`config.mk`:
```
export PLATFORM = sky130hd
export DESIGN_NAME = axi_mem_driver
export DESIGN_NICKNAME = d
export VERILOG_FILES = /design/src/rtl/bster_pkg.sv /design/src/rtl/axi_mem_driver.sv
export SDC_FILE = /design/constraint.sdc
export NUM_CORES = 1
export LEC_CHECK = 0
export BUFFER_PORTS_ARGS = -buffer_cell sky130_fd_sc_hd__buf_2
export CAP_MARGIN = 25
export CORE_ASPECT_RATIO = 0.5
export CORE_MARGIN = 4
export CORE_UTILIZATION = 31
export CTS_CLUSTER_SIZE = 10
export DETAILED_ROUTE_END_ITERATION = 8
export SLEW_MARGIN = 20
export SYNTH_ARGS = -nofsm -noshare
export SYNTH_HDL_FRONTEND = slang
export SYNTH_SLANG_ARGS = --single-unit
```
`constraint.sdc`:
```
create_clock -name aclk -period 4.6 [get_ports aclk]
set_clock_uncertainty 0.05 [all_clocks]
set_input_delay 0.69 -clock aclk [delete_from_list [all_inputs] [get_ports aclk]]
set_output_delay 0.69 -clock aclk [all_outputs]
set_load 0.02 [all_outputs]
```
`src/rtl/bster_pkg.sv`:
```
// Shared constants for the AXI memory driver: FSM state encodings, AXI response
// codes and a response classification helper.
package bster_pkg;

  localparam logic [2:0] ST_IDLE         = 3'd0;
  localparam logic [2:0] ST_WR_ADDR_DATA = 3'd1;
  localparam logic [2:0] ST_WR_RESP      = 3'd2;
  localparam logic [2:0] ST_RD_ADDR      = 3'd3;
  localparam logic [2:0] ST_RD_DATA      = 3'd4;
  localparam logic [2:0] ST_RD_CPL       = 3'd5;

  localparam logic [1:0] RESP_OKAY   = 2'b00;
  localparam logic [1:0] RESP_EXOKAY = 2'b01;
  localparam logic [1:0] RESP_SLVERR = 2'b10;
  localparam logic [1:0] RESP_DECERR = 2'b11;

  // Anything other than OKAY is treated as a failed beat.
  function automatic logic resp_is_err(input logic [1:0] resp);
    return (resp != RESP_OKAY);
  endfunction

endpackage

```
`src/rtl/axi_mem_driver.sv`:
```
// Single-outstanding AXI4-Lite master turning engine node reads/writes into AXI beats.
// Optional response watchdog enabled by defining MEM_DRIVER_TIMEOUT_EN.
module axi_mem_driver
  import bster_pkg::*;
#(
  parameter int RAM_DATA_WIDTH = 32,
  parameter int RAM_ADDR_WIDTH = 16,
  parameter int TIMEOUT_CYCLES = 256
) (
  input  logic                        aclk,
  input  logic                        aresetn,
  input  logic                        mem_valid,
  output logic                        mem_ready,
  input  logic                        mem_rd,
  input  logic                        mem_wr,
  input  logic [RAM_ADDR_WIDTH-1:0]   mem_addr,
  input  logic [RAM_DATA_WIDTH-1:0]   mem_wr_data,
  output logic                        mem_rd_valid,
  input  logic                        mem_rd_ready,
  output logic [RAM_DATA_WIDTH-1:0]   mem_rd_data,
  output logic                        mem_error,
  output logic                        awvalid,
  input  logic                        awready,
  output logic [RAM_ADDR_WIDTH-1:0]   awaddr,
  output logic                        wvalid,
  input  logic                        wready,
  output logic [RAM_DATA_WIDTH-1:0]   wdata,
  output logic [RAM_DATA_WIDTH/8-1:0] wstrb,
  input  logic                        bvalid,
  output logic                        bready,
  input  logic [1:0]                  bresp,
  output logic                        arvalid,
  input  logic                        arready,
  output logic [RAM_ADDR_WIDTH-1:0]   araddr,
  input  logic                        rvalid,
  output logic                        rready,
  input  logic [RAM_DATA_WIDTH-1:0]   rdata,
  input  logic [1:0]                  rresp
);

  logic [2:0]                state_q, state_d;
  logic [RAM_ADDR_WIDTH-1:0] addr_q, addr_d;
  logic [RAM_DATA_WIDTH-1:0] wdata_q, wdata_d;
  logic [RAM_DATA_WIDTH-1:0] rd_data_q, rd_data_d;
  logic                      mem_ready_q, mem_ready_d;
  logic                      mem_rd_valid_q, mem_rd_valid_d;
  logic                      mem_error_q, mem_error_d;
  logic                      awvalid_q, awvalid_d;
  logic                      wvalid_q, wvalid_d;
  logic                      bready_q, bready_d;
  logic                      arvalid_q, arvalid_d;
  logic                      rready_q, rready_d;
  logic                      err_set_s;

`ifdef MEM_DRIVER_TIMEOUT_EN
  localparam int TMO_W = $clog2(TIMEOUT_CYCLES + 1);
  localparam logic [TMO_W-1:0] TMO_LAST = TMO_W'(TIMEOUT_CYCLES - 1);
  logic [TMO_W-1:0] tmo_q, tmo_d;
`endif

  // Next-state and output-register computation for the transaction FSM.
  always_comb begin
    state_d        = state_q;
    addr_d         = addr_q;
    wdata_d        = wdata_q;
    rd_data_d      = rd_data_q;
    mem_ready_d    = mem_ready_q;
    mem_rd_valid_d = mem_rd_valid_q;
    awvalid_d      = awvalid_q;
    wvalid_d       = wvalid_q;
    bready_d       = bready_q;
    arvalid_d      = arvalid_q;
    rready_d       = rready_q;
    err_set_s      = 1'b0;
`ifdef MEM_DRIVER_TIMEOUT_EN
    tmo_d          = tmo_q;
`endif
    case (state_q)
      ST_IDLE: begin
        if (mem_valid && (mem_wr || mem_rd)) begin
          mem_ready_d = 1'b0;
          addr_d      = mem_addr;
          if (mem_wr) begin
            // A request flagged as both read and write is served as a write only.
            wdata_d   = mem_wr_data;
            awvalid_d = 1'b1;
            wvalid_d  = 1'b1;
            err_set_s = mem_rd;
            state_d   = ST_WR_ADDR_DATA;
          end else begin
            arvalid_d = 1'b1;
            state_d   = ST_RD_ADDR;
          end
        end else begin
          state_d = ST_IDLE;
        end
      end
      ST_WR_ADDR_DATA: begin
        awvalid_d = awvalid_q & ~awready;
        wvalid_d  = wvalid_q & ~wready;
        if (!awvalid_d && !wvalid_d) begin
          bready_d = 1'b1;
          state_d  = ST_WR_RESP;
`ifdef MEM_DRIVER_TIMEOUT_EN
          tmo_d    = '0;
`endif
        end else begin
          state_d = ST_WR_ADDR_DATA;
        end
      end
      ST_WR_RESP: begin
        if (bvalid) begin
          bready_d    = 1'b0;
          mem_ready_d = 1'b1;
          err_set_s   = resp_is_err(bresp);
          state_d     = ST_IDLE;
        end else begin
`ifdef MEM_DRIVER_TIMEOUT_EN
          if (tmo_q == TMO_LAST) begin
            bready_d    = 1'b0;
            mem_ready_d = 1'b1;
            err_set_s   = 1'b1;
            state_d     = ST_IDLE;
          end else begin
            tmo_d = tmo_q + TMO_W'(1);
          end
`else
          state_d = ST_WR_RESP;
`endif
        end
      end
      ST_RD_ADDR: begin
        if (arready) begin
          arvalid_d = 1'b0;
          rready_d  = 1'b1;
          state_d   = ST_RD_DATA;
`ifdef MEM_DRIVER_TIMEOUT_EN
          tmo_d     = '0;
`endif
        end else begin
          state_d = ST_RD_ADDR;
        end
      end
      ST_RD_DATA: begin
        if (rvalid) begin
          rready_d       = 1'b0;
          rd_data_d      = rdata;
          mem_rd_valid_d = 1'b1;
          err_set_s      = resp_is_err(rresp);
          state_d        = ST_RD_CPL;
        end else begin
`ifdef MEM_DRIVER_TIMEOUT_EN
          // A dead slave still completes the read, with zero data and the error flag.
          if (tmo_q == TMO_LAST) begin
            rready_d       = 1'b0;
            rd_data_d      = '0;
            mem_rd_valid_d = 1'b1;
            err_set_s      = 1'b1;
            state_d        = ST_RD_CPL;
          end else begin
            tmo_d = tmo_q + TMO_W'(1);
          end
`else
          state_d = ST_RD_DATA;
`endif
        end
      end
      ST_RD_CPL: begin
        if (mem_rd_ready) begin
          mem_rd_valid_d = 1'b0;
          mem_ready_d    = 1'b1;
          state_d        = ST_IDLE;
        end else begin
          state_d = ST_RD_CPL;
        end
      end
      default: begin
        mem_ready_d    = 1'b1;
        mem_rd_valid_d = 1'b0;
        awvalid_d      = 1'b0;
        wvalid_d       = 1'b0;
        bready_d       = 1'b0;
        arvalid_d      = 1'b0;
        rready_d       = 1'b0;
        err_set_s      = 1'b1;
        state_d        = ST_IDLE;
      end
    endcase
  end

  assign mem_error_d = mem_error_q | err_set_s;

  // State and output registers; mem_ready comes out of reset high.
  always_ff @(posedge aclk or negedge aresetn) begin
    if (!aresetn) begin
      state_q        <= ST_IDLE;
      addr_q         <= '0;
      wdata_q        <= '0;
      rd_data_q      <= '0;
      mem_ready_q    <= 1'b1;
      mem_rd_valid_q <= 1'b0;
      mem_error_q    <= 1'b0;
      awvalid_q      <= 1'b0;
      wvalid_q       <= 1'b0;
      bready_q       <= 1'b0;
      arvalid_q      <= 1'b0;
      rready_q       <= 1'b0;
`ifdef MEM_DRIVER_TIMEOUT_EN
      tmo_q          <= '0;
`endif
    end else begin
      state_q        <= state_d;
      addr_q         <= addr_d;
      wdata_q        <= wdata_d;
      rd_data_q      <= rd_data_d;
      mem_ready_q    <= mem_ready_d;
      mem_rd_valid_q <= mem_rd_valid_d;
      mem_error_q    <= mem_error_d;
      awvalid_q      <= awvalid_d;
      wvalid_q       <= wvalid_d;
      bready_q       <= bready_d;
      arvalid_q      <= arvalid_d;
      rready_q       <= rready_d;
`ifdef MEM_DRIVER_TIMEOUT_EN
      tmo_q          <= tmo_d;
`endif
    end
  end

  assign mem_ready    = mem_ready_q;
  assign mem_rd_valid = mem_rd_valid_q;
  assign mem_rd_data  = rd_data_q;
  assign mem_error    = mem_error_q;
  assign awvalid      = awvalid_q;
  assign awaddr       = addr_q;
  assign wvalid       = wvalid_q;
  assign wdata        = wdata_q;
  assign wstrb        = {(RAM_DATA_WIDTH/8){1'b1}};
  assign bready       = bready_q;
  assign arvalid      = arvalid_q;
  assign araddr       = addr_q;
  assign rready       = rready_q;

endmodule
```
# Yosys cells after proc, flatten, opt, wreduce, memory -nomap -nowiden
# Cells that the tools add are included.
# word_totals
reg_bits,91
in_bits,95
word_cells,94
# classes
eq_ne,13
n_bitwise,11
n_mux,34
n_reduce_logical,24
# op_table
operator,n
$reduce_or 4->1,5
$mux 1,19
$pmux 1 s3,6
$pmux 3 s6,1
$ne 2x2->1 const B,8
$reduce_and 3->1,5
$mux 3,3
$not 1->1,8
$pmux 1 s4,2
$reduce_and 4->1,2
$eq 3x2->1 const B,2
$eq 3x3->1 const B,2
$mux 2,3
$reduce_or 3->1,2
$reduce_and 2->1,2
$reduce_bool 2->1,2
$eq 3x1->1 const B,1
$logic_not 3->1,1
$and 1x1->1,2
$logic_and 1x1->1,2
$logic_not 1->1,2
$logic_or 1x1->1,1
$or 1x1->1,1

# Longest topological paths before layout
# logic_depth
word_depth,6
ltp_mapped,6
mapped_depth_nobuf,5

# Worst setup path after synthesis
# No wires, ideal clock.
# synth_timing
kind,input port to flip-flop
start,in rvalid
end,"reg rd_data_q[10], in the netlist mem_rd_data[10]"
path_slack_ns,2.847
t_required_ns,4.423
t_arrival_ns,1.575
cell_stages,4
cell_sequence,nor4bb_1 buf_4 buf_6 mux2_1
# synth_via
elab_chain_cells,1
# synth_lines
element,line,rtl
from (decl),axi_mem_driver.sv:35,"input logic rvalid,"
$reduce_and 2->1 (no line),n/a,
to (signal assigned),axi_mem_driver.sv:215,rd_data_q <= rd_data_d;
to (decl),axi_mem_driver.sv:44,"logic [RAM_DATA_WIDTH-1:0] rd_data_q, rd_data_d;"
# Every way passes these cells.
# A chain may end at the register's enable or synchronous reset.

# Final worst setup path
# layout_timing
start,reg state_q[0]
end,"reg wdata_q[23], in the netlist wdata[23]"
# layout_via
elab_chain_cells,2
# layout_lines
element,line,rtl
from (decl),axi_mem_driver.sv:41,"logic [2:0] state_q, state_d;"
from (signal assigned),axi_mem_driver.sv:212,state_q <= state_d;
$logic_not 3->1,axi_mem_driver.sv:78,case (state_q)
$reduce_and 3->1 (no line),n/a,
to (signal assigned),axi_mem_driver.sv:214,wdata_q <= wdata_d;
to (decl),axi_mem_driver.sv:43,"logic [RAM_DATA_WIDTH-1:0] wdata_q, wdata_d;"
# Every way passes these cells.

==> qor.yml <==
status: "complete, no violations"
synth-simple-area-share_pct: 4.84
ctsRootBufferMaster: "clkbuf_16"
numCtsBuffers: 9
hold_violations: 0
r2r_slack_ns: 2.26
via_per_inst: 4.48
clock.fmax_ghz: 0.427
synth_compound_area_share_pct: 4.65
finalSetupViolations: 0
die_area_um2: 14800
yosys-top-cells-count: "dfrtp_1 (90), mux2_1 (60), buf_4 (23)"
ys_top_cells_by_area: "dfrtp_1 (57%), mux2_1 (17%), mux2_4 (7.6%)"
overflow: 0
highest_layer: "met4"
cts_setup_buffers: 0
ir_drop_v: 0.000253
syn_area_um2: 3960
critPathKind: "flip-flop to flip-flop"
grt_pass1_vias: 2896
synth_seq_cells: 91
power.density_nw_per_um2: 738
grt_start_max_net_pins: 58
dp_slack_ns: 2.24
slew-limit-headroom_pct: 34.6
nets: 545
cellLeakagePower_nw: 2.63
io_buffer_count: 198
die_width_um: 168
ctsResizeCount: 0
hold_slack_ns: 0.359
wl_mm: 9.34
clock_latency_ns: 0.33
fin_crit_sh_pct: 50.9
io_pins: 203
cp-end-kind: "flip-flop"
syn_inst: 266
setup.worst_path.start_class: "flip-flop"
antenna_found_initial: 0
fin_ws_ns: 2.26
synthAdderAreaFrac_pct: 0.948
min_period_ns: 2.34
worstMarginPinSlew_ns: 0.981
power_mw: 3.84
wl_met3_um: 479
drt_iter0_drc: 109
crit_fanout: 33
synth_flop_cell: "dfrtp_1"
antenna_cells: 0
yosysWarnings: 0
synth_top_family_by_area: "multiplexers"
yosysSeqAreaShare_pct: 57.6
tns_ns: 0
syn_to_final_growth_pct: 31.5
muxShareOfSynthArea_pct: 24.7
slew_viol_final: 0
cts_tree: "yes"
htreeDepth: 3
hold_path_class: "primary input to async pin"
wl_met2_mm: 5.05
track_usage_pct: 12.6
drive_above_1_share_pct: 53.8
postCtsHoldBufs: 0
max_cap_viol_count: 0
synth_edf_count: 0
fillCellCount: 1161
initial_core_util_pct: 32.6
cts_max_path_buffers: 2
worstPathRequired_ns: 4.76
rsz0062_at_grt: "no"
gp_congestion: 0.802
async_flop_share_pct: 100
synth_top_area_share_pct: 56.9
dr.pass1.iters: 4
avgSynthCellArea_um2: 14.9
drc: 0
finish.utilization_pct: 42.8
numClockSinks: 91
clkTransAtPathRegs_ns: 0.06
vias: 2766
hpwl_mm: 7.10
m1WireLength_mm: 3.60
yosysMostFrequentCell: "dfrtp_1"
num_rows: 28
synth-xor-area-share_pct: 0
coreArea_um2: 12200
die_y_um: 87.9
grt_first_pass_wirelength_mm: 14.8
wl_per_cell_um: 15.1
antenna_left: 0
synth_top_cell_by_area: "dfrtp_1"
synth_cell_types: 44
arrival_ns: 2.51
==> flip-flops by register name, summed over array words and instances, names as in the netlist, 3 cells and up <==
name,cells
mem_rd_data,32
araddr,16
wdata,32
state_q,3
==> power breakdown <==
group	internal, mW	switching, mW
sequential	1.18	0.235
combinational	0.716	1.02
clock	0.380	0.313
total	2.28	1.56
==> worst max-delay path: stages, from the launching register on <==
cell and delay [ns]:
dfrtp_1 0.56, nor3_4 0.33, and3_2 0.89, mux2_1 0.39
==> worst paths after layout <==
kind                            startpoint               to  cells past startpoint
min                                aresetn        wdata[17]                      1
min reg2reg                mem_rd_data[14]  mem_rd_data[14]                      1
max                             state_q[0]        wdata[23]                      3
max in group asynchronous          aresetn        mem_ready                      2
min in group aclk          mem_rd_data[14]  mem_rd_data[14]                      1
max reg2reg                     state_q[0]        wdata[23]                      3
==> cells by family (layout without fill, tap and decap cells) <==
kind of cell    Yosys count  after routing
compound gates           25             25
fa+ha+maj                 3              3
buf+inv                  36            219
flops                    91             91
mux                      80             80
other cells               1              4
simple gates             30             30
==> stage by stage <==
step | cell area (um2) | instances
after global placement | 4920 | 601
final | 5200 | 617
after floorplan | 3970 | 269
after global routing | 5200 | 617
after detailed placement | 4920 | 601
after CTS | 5200 | 617
==> metal layers <==
layer,global-route usage [%],vias to the layer above
met5,0,-
met3,3.43,15
li1,-,1284
met1,14.3,1383
met2,23.3,84
met4,4.79,0
==> cell type report <==
class / instances / area [um2] / area share [%]
clock buffers: 10 / 239 / 4.59
clock inverters: 6 / 41.3 / 0.793
inverters: 3 / 11.3 / 0.216
multi-input cells: 142 / 1420 / 27.3
flip-flops and latches: 91 / 2280 / 43.8
well taps: 165 / 206 / 3.97
repair buffers: 200 / 1010 / 19.4
==> cells in the final DEF, fill, tap and decap left out, types with 3 or more instances in the layout <==
master      Yosys  routed
buf_4          23       3
clkbuf_16       0       9
a31oi_1         3       3
nand2_1         5       5
nor2_1          5       5
ha_1            3       3
dfrtp_1        90      90
clkinvlp_4      0       3
mux2_1         60      60
conb_1          1       4
nand2b_1        3       3
o21ai_0         5       5
mux2_4         20      20
buf_2           2     197
No activity file was read; power rests on OpenSTA's default activity.
